==> config.mk <==
export PLATFORM = sky130hd
export DESIGN_NAME = regfile_mp
export DESIGN_NICKNAME = d
export VERILOG_FILES = /design/src/rtl/qar_pkg.sv /design/src/rtl/rf_scoreboard.sv /design/src/rtl/regfile_mp.sv
export SDC_FILE = /design/constraint.sdc
export NUM_CORES = 2
export LEC_CHECK = 0
export CORE_ASPECT_RATIO = 0.75
export CORE_MARGIN = 2
export CORE_UTILIZATION = 40
export CTS_CLUSTER_DIAMETER = 30
export DETAILED_ROUTE_END_ITERATION = 8
export GPL_ROUTABILITY_DRIVEN = 1
export HOLD_SLACK_MARGIN = 0.12
export PLACE_DENSITY_LB_ADDON = 0.05
export SLEW_MARGIN = 20
export SYNTH_ARGS = -nofsm -noshare
export SYNTH_HDL_FRONTEND = slang
export SYNTH_HIERARCHICAL = 1
export SYNTH_SLANG_ARGS = --single-unit
==> constraint.sdc <==
create_clock -name clk -period 3.7 [get_ports clk]
set_input_delay 1.11 -clock clk [delete_from_list [all_inputs] [get_ports clk]]
set_output_delay 1.11 -clock clk [all_outputs]
set_load 0.1 [all_outputs]
==> src/rtl/qar_pkg.sv <==
// Shared types and defaults for the QAR-Core integer register file.
package qar_pkg;

    localparam int QAR_XLEN  = 32;
    localparam int QAR_DEPTH = 32;
    localparam int REG_AW    = $clog2(QAR_DEPTH);

    typedef enum logic {
        RF_IDLE  = 1'b0,
        RF_CLEAR = 1'b1
    } rf_state_t;

endpackage

==> src/rtl/rf_scoreboard.sv <==
// Per-register busy scoreboard: set on issue, cleared on writeback,
// flushed in one edge when a context clear starts. x0 is never busy.
module rf_scoreboard #(
    parameter int DEPTH = 32,
    parameter int NRD   = 2,
    parameter int NWR   = 2,
    localparam int AW   = $clog2(DEPTH)
) (
    input  logic              clk,
    input  logic              rst_n,
    input  logic              flush,
    input  logic              set_vld,
    input  logic [AW-1:0]     set_rd,
    input  logic [NWR-1:0]    clr_en,
    input  logic [NWR*AW-1:0] clr_addr,
    input  logic [NRD*AW-1:0] raddr,
    output logic [NRD-1:0]    rbusy
);

    logic [DEPTH-1:0] busy;
    logic [DEPTH-1:0] busy_nxt;

    // Next busy vector: writeback clears, issue set overrides, flush overrides all.
    always_comb begin
        busy_nxt = busy;
        for (int k = 0; k < NWR; k++) begin
            if (clr_en[k]) busy_nxt[clr_addr[k*AW +: AW]] = 1'b0;
        end
        if (set_vld && (set_rd != '0)) busy_nxt[set_rd] = 1'b1;
        if (flush) busy_nxt = '0;
        busy_nxt[0] = 1'b0;
    end

    // Busy bit register.
    always_ff @(posedge clk or negedge rst_n) begin
        if (!rst_n) busy <= '0;
        else        busy <= busy_nxt;
    end

    // Lookup ports; busy[0] is held at zero so x0 reads as not busy.
    always_comb begin
        rbusy = '0;
        for (int j = 0; j < NRD; j++) begin
            rbusy[j] = busy[raddr[j*AW +: AW]];
        end
    end

endmodule

==> src/rtl/regfile_mp.sv <==
// Multi-port integer register file with busy scoreboard and sequential
// clear engine. Optional write-to-read forwarding under REGFILE_BYPASS_EN.
//
//  state    | meaning
//  ---------+-----------------------------------------------------------
//  RF_IDLE  | normal operation: writes, issue and clr_req are accepted
//  RF_CLEAR | zeroing regs[cnt] one per cycle, cnt = 1 .. DEPTH-1
module regfile_mp
    import qar_pkg::*;
#(
    parameter int XLEN  = QAR_XLEN,
    parameter int DEPTH = QAR_DEPTH,
    parameter int NRD   = 2,
    parameter int NWR   = 2,
    localparam int AW   = $clog2(DEPTH)
) (
    input  logic                clk,
    input  logic                rst_n,
    input  logic [NWR-1:0]      we,
    input  logic [NWR*AW-1:0]   waddr,
    input  logic [NWR*XLEN-1:0] wdata,
    input  logic [NRD*AW-1:0]   raddr,
    output logic [NRD*XLEN-1:0] rdata,
    output logic [NRD-1:0]      rbusy,
    input  logic                issue_vld,
    input  logic [AW-1:0]       issue_rd,
    input  logic                clr_req,
    output logic                clr_busy,
    output logic                clr_done
);

    localparam logic [AW-1:0] CNT_FIRST = AW'(1);
    localparam logic [AW-1:0] CNT_LAST  = AW'(DEPTH - 1);

    rf_state_t       state;
    rf_state_t       state_nxt;
    logic [AW-1:0]   cnt;
    logic            flush;
    logic [NWR-1:0]  wr_en;
    logic [NRD-1:0]  sb_rbusy;
    logic [XLEN-1:0] regs [DEPTH];

    // Effective write enables: dropped for x0 and while clearing.
    always_comb begin
        wr_en = '0;
        for (int k = 0; k < NWR; k++) begin
            wr_en[k] = we[k] && (waddr[k*AW +: AW] != '0) && (state == RF_IDLE);
        end
    end

    // Clear FSM next-state and status outputs.
    always_comb begin
        state_nxt = state;
        flush     = 1'b0;
        clr_busy  = 1'b0;
        clr_done  = 1'b0;
        case (state)
            RF_IDLE: begin
                if (clr_req) begin
                    state_nxt = RF_CLEAR;
                    flush     = 1'b1;
                end
            end
            RF_CLEAR: begin
                clr_busy = 1'b1;
                if (cnt == CNT_LAST) begin
                    clr_done  = 1'b1;
                    state_nxt = RF_IDLE;
                end
            end
            default: state_nxt = RF_IDLE;
        endcase
    end

    // FSM state and clear pointer.
    always_ff @(posedge clk or negedge rst_n) begin
        if (!rst_n) begin
            state <= RF_IDLE;
            cnt   <= '0;
        end else begin
            state <= state_nxt;
            if (flush)                  cnt <= CNT_FIRST;
            else if (state == RF_CLEAR) cnt <= cnt + 1'b1;
        end
    end

    // Register array: clear engine or prioritised writes (later port wins).
    always_ff @(posedge clk or negedge rst_n) begin
        if (!rst_n) begin
            for (int i = 0; i < DEPTH; i++) regs[i] <= '0;
        end else if (state == RF_CLEAR) begin
            regs[cnt] <= '0;
        end else begin
            for (int k = 0; k < NWR; k++) begin
                if (wr_en[k]) regs[waddr[k*AW +: AW]] <= wdata[k*XLEN +: XLEN];
            end
        end
    end

    rf_scoreboard #(
        .DEPTH (DEPTH),
        .NRD   (NRD),
        .NWR   (NWR)
    ) u_scoreboard (
        .clk      (clk),
        .rst_n    (rst_n),
        .flush    (flush),
        .set_vld  (issue_vld && (state == RF_IDLE)),
        .set_rd   (issue_rd),
        .clr_en   (wr_en),
        .clr_addr (waddr),
        .raddr    (raddr),
        .rbusy    (sb_rbusy)
    );

    // Read ports; x0 reads zero, optional forwarding from this cycle's writes.
    always_comb begin
        rdata = '0;
        rbusy = sb_rbusy;
        for (int j = 0; j < NRD; j++) begin
            if (raddr[j*AW +: AW] != '0) rdata[j*XLEN +: XLEN] = regs[raddr[j*AW +: AW]];
`ifdef REGFILE_BYPASS_EN
            for (int k = 0; k < NWR; k++) begin
                if (wr_en[k] && (waddr[k*AW +: AW] == raddr[j*AW +: AW])) begin
                    rdata[j*XLEN +: XLEN] = wdata[k*XLEN +: XLEN];
                    rbusy[j]              = 1'b0;
                end
            end
`endif
        end
    end

endmodule

==> run_results.csv <==
group,metric,value,unit
synth,synthAdderAreaFrac,0.000761,
global_route,grt_pass1_vias,89772,
final_layout,num-fill-cells,17770,
synth,yosysWarnings,6,
clocking,clkSinkCount,1061,
synth,synth_seq_area_share,0.323,
power_and_ir_drop,ir_drop,0.000487,V
placement,dp_cells,11960,
placement,place_ws,-1.33,ns
final_layout,multiInputGateArea,53400,um^2
route,drc,0,
worst_setup_path,reg2reg_to,"regs[782]",
job,maxCapViolCount,0,
worst_setup_path,rrSetupSlack,0.67,ns
clocking,cts_made_buffers,319,
final_layout,seq_area,26600,um^2
die,die_w,527,um
die,design.core.area,205000,um^2
sta,hold_violations,0,
power_and_ir_drop,powerDensity,502,nW/um^2
route,wl_met3,73300,um
die,ios,163,
synth,synth_nets,9486,
worst_setup_path,worst_setup_path_end_kind,"output pin",
global_route,grt_pass1_wl,688000,um
route,wl_per_cell,38.9,um
clocking,hold_buffers,0,
synth,synth_top_family_by_area,"compound AO/OA/AOI/OAI gates",
placement,gp_routability_congestion,0.944,
worst_setup_path,crit_fanout,22,
global_route,grt.total_usage,0.454,
synth,yosys.area_share.simple,0.102,
worst_setup_path,startpoint_type,"input port",
synth,synth_xor_xnor_area_share,0.000213,
route,drtAntennaViolNets,0,
synth,synth.area.mux_share,0.151,
synth,syn_avg_cell_area,8.76,um^2
sta,tightest_slew,1.31,ns
run_status,outcome,"finished, violations left",
synth,syn_inst,9386,
die,die_y,397,um
run_status,violations,"setup timing",
sta,period_needed,4.35,ns
synth,synth_cell_types,63,
sta,setup_viol,66,
route,routed.top_layer,"met5",
worst_setup_path,critPathArrivalTime,3.24,ns
worst_setup_path,r2r_start,"state",
sta,rsz0062_at_grt,"yes",
clocking,cts.htree.levels,5,
die,core.rowCount,144,
route,drt_iter0_markers,15514,
route,wl_met1,188000,um
placement,dp_hpwl,308000,um
die,dieArea,209000,um^2
synth,synth_edf_count,0,
sta,fin_worst_skew,0.0445,ns
sta,period_share,1.17,
sta,hold_ws,0.309,ns
clocking,cts_tree,"done",
final_layout,area_growth,36.7,%
hold_path,min_path_type,"in2async",
placement,io_buffers,162,
sta,slew_violations,0,
worst_setup_path,r2r_cells,5,
final_layout,nets,9815,
final_layout,utilization,0.548,
clocking,insertion_delay,0.87,ns
global_route,grt_max_degree,183,
worst_setup_path,critPathKind,"in2out",
sta,fmax,0.230,GHz
worst_setup_path,critPathRequiredTime,2.59,ns
synth,synth-seq-cells,1061,
clocking,clk_pin_slew,0.04,ns
clocking,clockBufferDepth,4,
global_route,antenna_found_initial,27,
global_route,gr-total-overflow,0,
sta,worst_slack,-0.646,ns
power_and_ir_drop,power,56.4,mW
route,wl,492000,um
synth,synth_area,82200,um^2
synth,ys.flop_type,"dfrtp_1",
sta,slew_headroom,0.126,
clocking,cts-root-buf,"clkbuf_16",
synth,synth-compound-area-share,0.345,
route,wl_met2,192000,um
final_layout,fin_cells,12655,
die,initial_core_util,0.401,
final_layout,drive_gt1_frac,0.297,
power_and_ir_drop,p_leak,41.8,nW
route,viasPerCell,7.48,
synth,synth-async-reset-ratio,1.00,
route,drtPass1Iterations,9,
route,vias,94657,
==> flip-flops by register name, indices dropped and copies added (netlist names) <==
name and count:
regs 1024, cnt 5, state 1, u_scoreboard/busy 31
==> worst max-delay path, cell delays in order <==
cell and delay (ns):
buf_16 0.19, buf_16 0.26, or4_4 0.26, buf_12 0.16, buf_4 0.13, o21ai_0 0.12, a311oi_4 0.62, buf_12 0.26
==> cell type report <==
class / count / share of cell area
well taps: 2701 / 0.0301
diodes: 5 / 0.000111
repair buffers: 1449 / 0.160
inverters: 103 / 0.00357
clock inverters: 116 / 0.0128
multi-input cells: 6781 / 0.475
flip-flops and latches: 1061 / 0.236
clock buffers: 439 / 0.0820
==> stage by stage <==
stage / instance area (um^2) / setup TNS, ns
floorplan: 84600 / -25.90
global placement: 96400 / -50.24
detailed placement: 96500 / -49.72
CTS: 111000 / -33.32
global route: 112000 / -35.04
finish: 112000 / -35.48
==> synthesized netlist by cell type, types with 7 or more instances <==
cell type | count | area (um^2)
a31oi_1 | 96 | 601
o2111ai_1 | 30 | 263
mux2i_1 | 146 | 1460
and2_1 | 57 | 357
a21oi_1 | 999 | 5000
buf_6 | 19 | 214
buf_1 | 148 | 556
a211oi_1 | 66 | 495
dfrtp_1 | 1061 | 26600
clkbuf_1 | 946 | 3550
o41ai_1 | 216 | 1890
o2bb2ai_1 | 384 | 3360
o41ai_2 | 40 | 651
nand3_1 | 10 | 50.1
nor3b_1 | 14 | 105
o21a_1 | 19 | 143
and3b_1 | 16 | 140
mux2_2 | 64 | 721
mux4_2 | 454 | 10200
o21ai_1 | 315 | 1580
nand2_1 | 1099 | 4130
and4b_1 | 34 | 340
a311oi_1 | 64 | 561
buf_2 | 273 | 1370
inv_1 | 103 | 387
buf_4 | 27 | 203
o21ai_0 | 1398 | 7000
a221oi_1 | 548 | 4800
and3_1 | 105 | 657
o31ai_1 | 128 | 961
nor3_2 | 10 | 100
clkbuf_2 | 28 | 140
nor4b_2 | 32 | 480
nor2b_1 | 108 | 676
a22oi_1 | 130 | 976
nor4bb_1 | 66 | 661
nor2_1 | 61 | 229
and2_0 | 7 | 43.8
nand2b_1 | 15 | 93.8
==> layer usage <==
layer	GRT usage	vias to the layer above
met2	0.597	8708
met4	0.305	15
met5	0.00391	-
li1	-	37031
met1	0.617	47200
met3	0.162	1703
==> how the worst max path moves through the flow <==
stage | from | to | slack, ns | depth (start not counted)
floorplan | raddr[1] | rdata[17] | -0.43 | 7
global placement | raddr[6] | rdata[40] | -1.34 | 9
detailed placement | raddr[6] | rdata[40] | -1.33 | 9
CTS | raddr[6] | rdata[38] | -0.64 | 10
global route | raddr[6] | rdata[35] | -0.67 | 8
finish | raddr[2] | rdata[7] | -0.65 | 8
==> report_power, final <==
| group | total (mW) | switching, mW | internal [mW] |
|---|---|---|---|
| clock network | 27.8 | 8.64 | 19.1 |
| registers | 13.0 | 0.714 | 12.3 |
| logic | 15.7 | 10.6 | 5.08 |
==> kinds of logic (layout without fill, tap and decap cells) <==
kind of cell    count (synthesis)  in the layout
compound gates               4439           4439
xor+xnor                        2              2
fa+ha+maj                       5              5
buf+inv                      1544           2107
flops                        1061           1061
mux                           664            664
other cells                     0              5
simple gates                 1671           1671
==> timing repair <==
action	in CTS	in global routing
gates cloned	34	6
endpoints found under the setup margin	66	66
gates resized for setup	515	236
buffers inserted	113	82
pin swaps	101	113
==> layout by cell type, fill, tap and decap left out, types with 131 or more instances in the layout <==
cell / count
a21oi_1: 999
o2bb2ai_1: 384
o41ai_1: 216
buf_4: 755
buf_12: 403
o21ai_1: 337
dfrtp_1: 1060
nand2_1: 1095
mux4_2: 454
a221oi_1: 512
o21ai_0: 1290
mux2i_1: 131
clkbuf_16: 330
(Power assumes the default switching activity.)
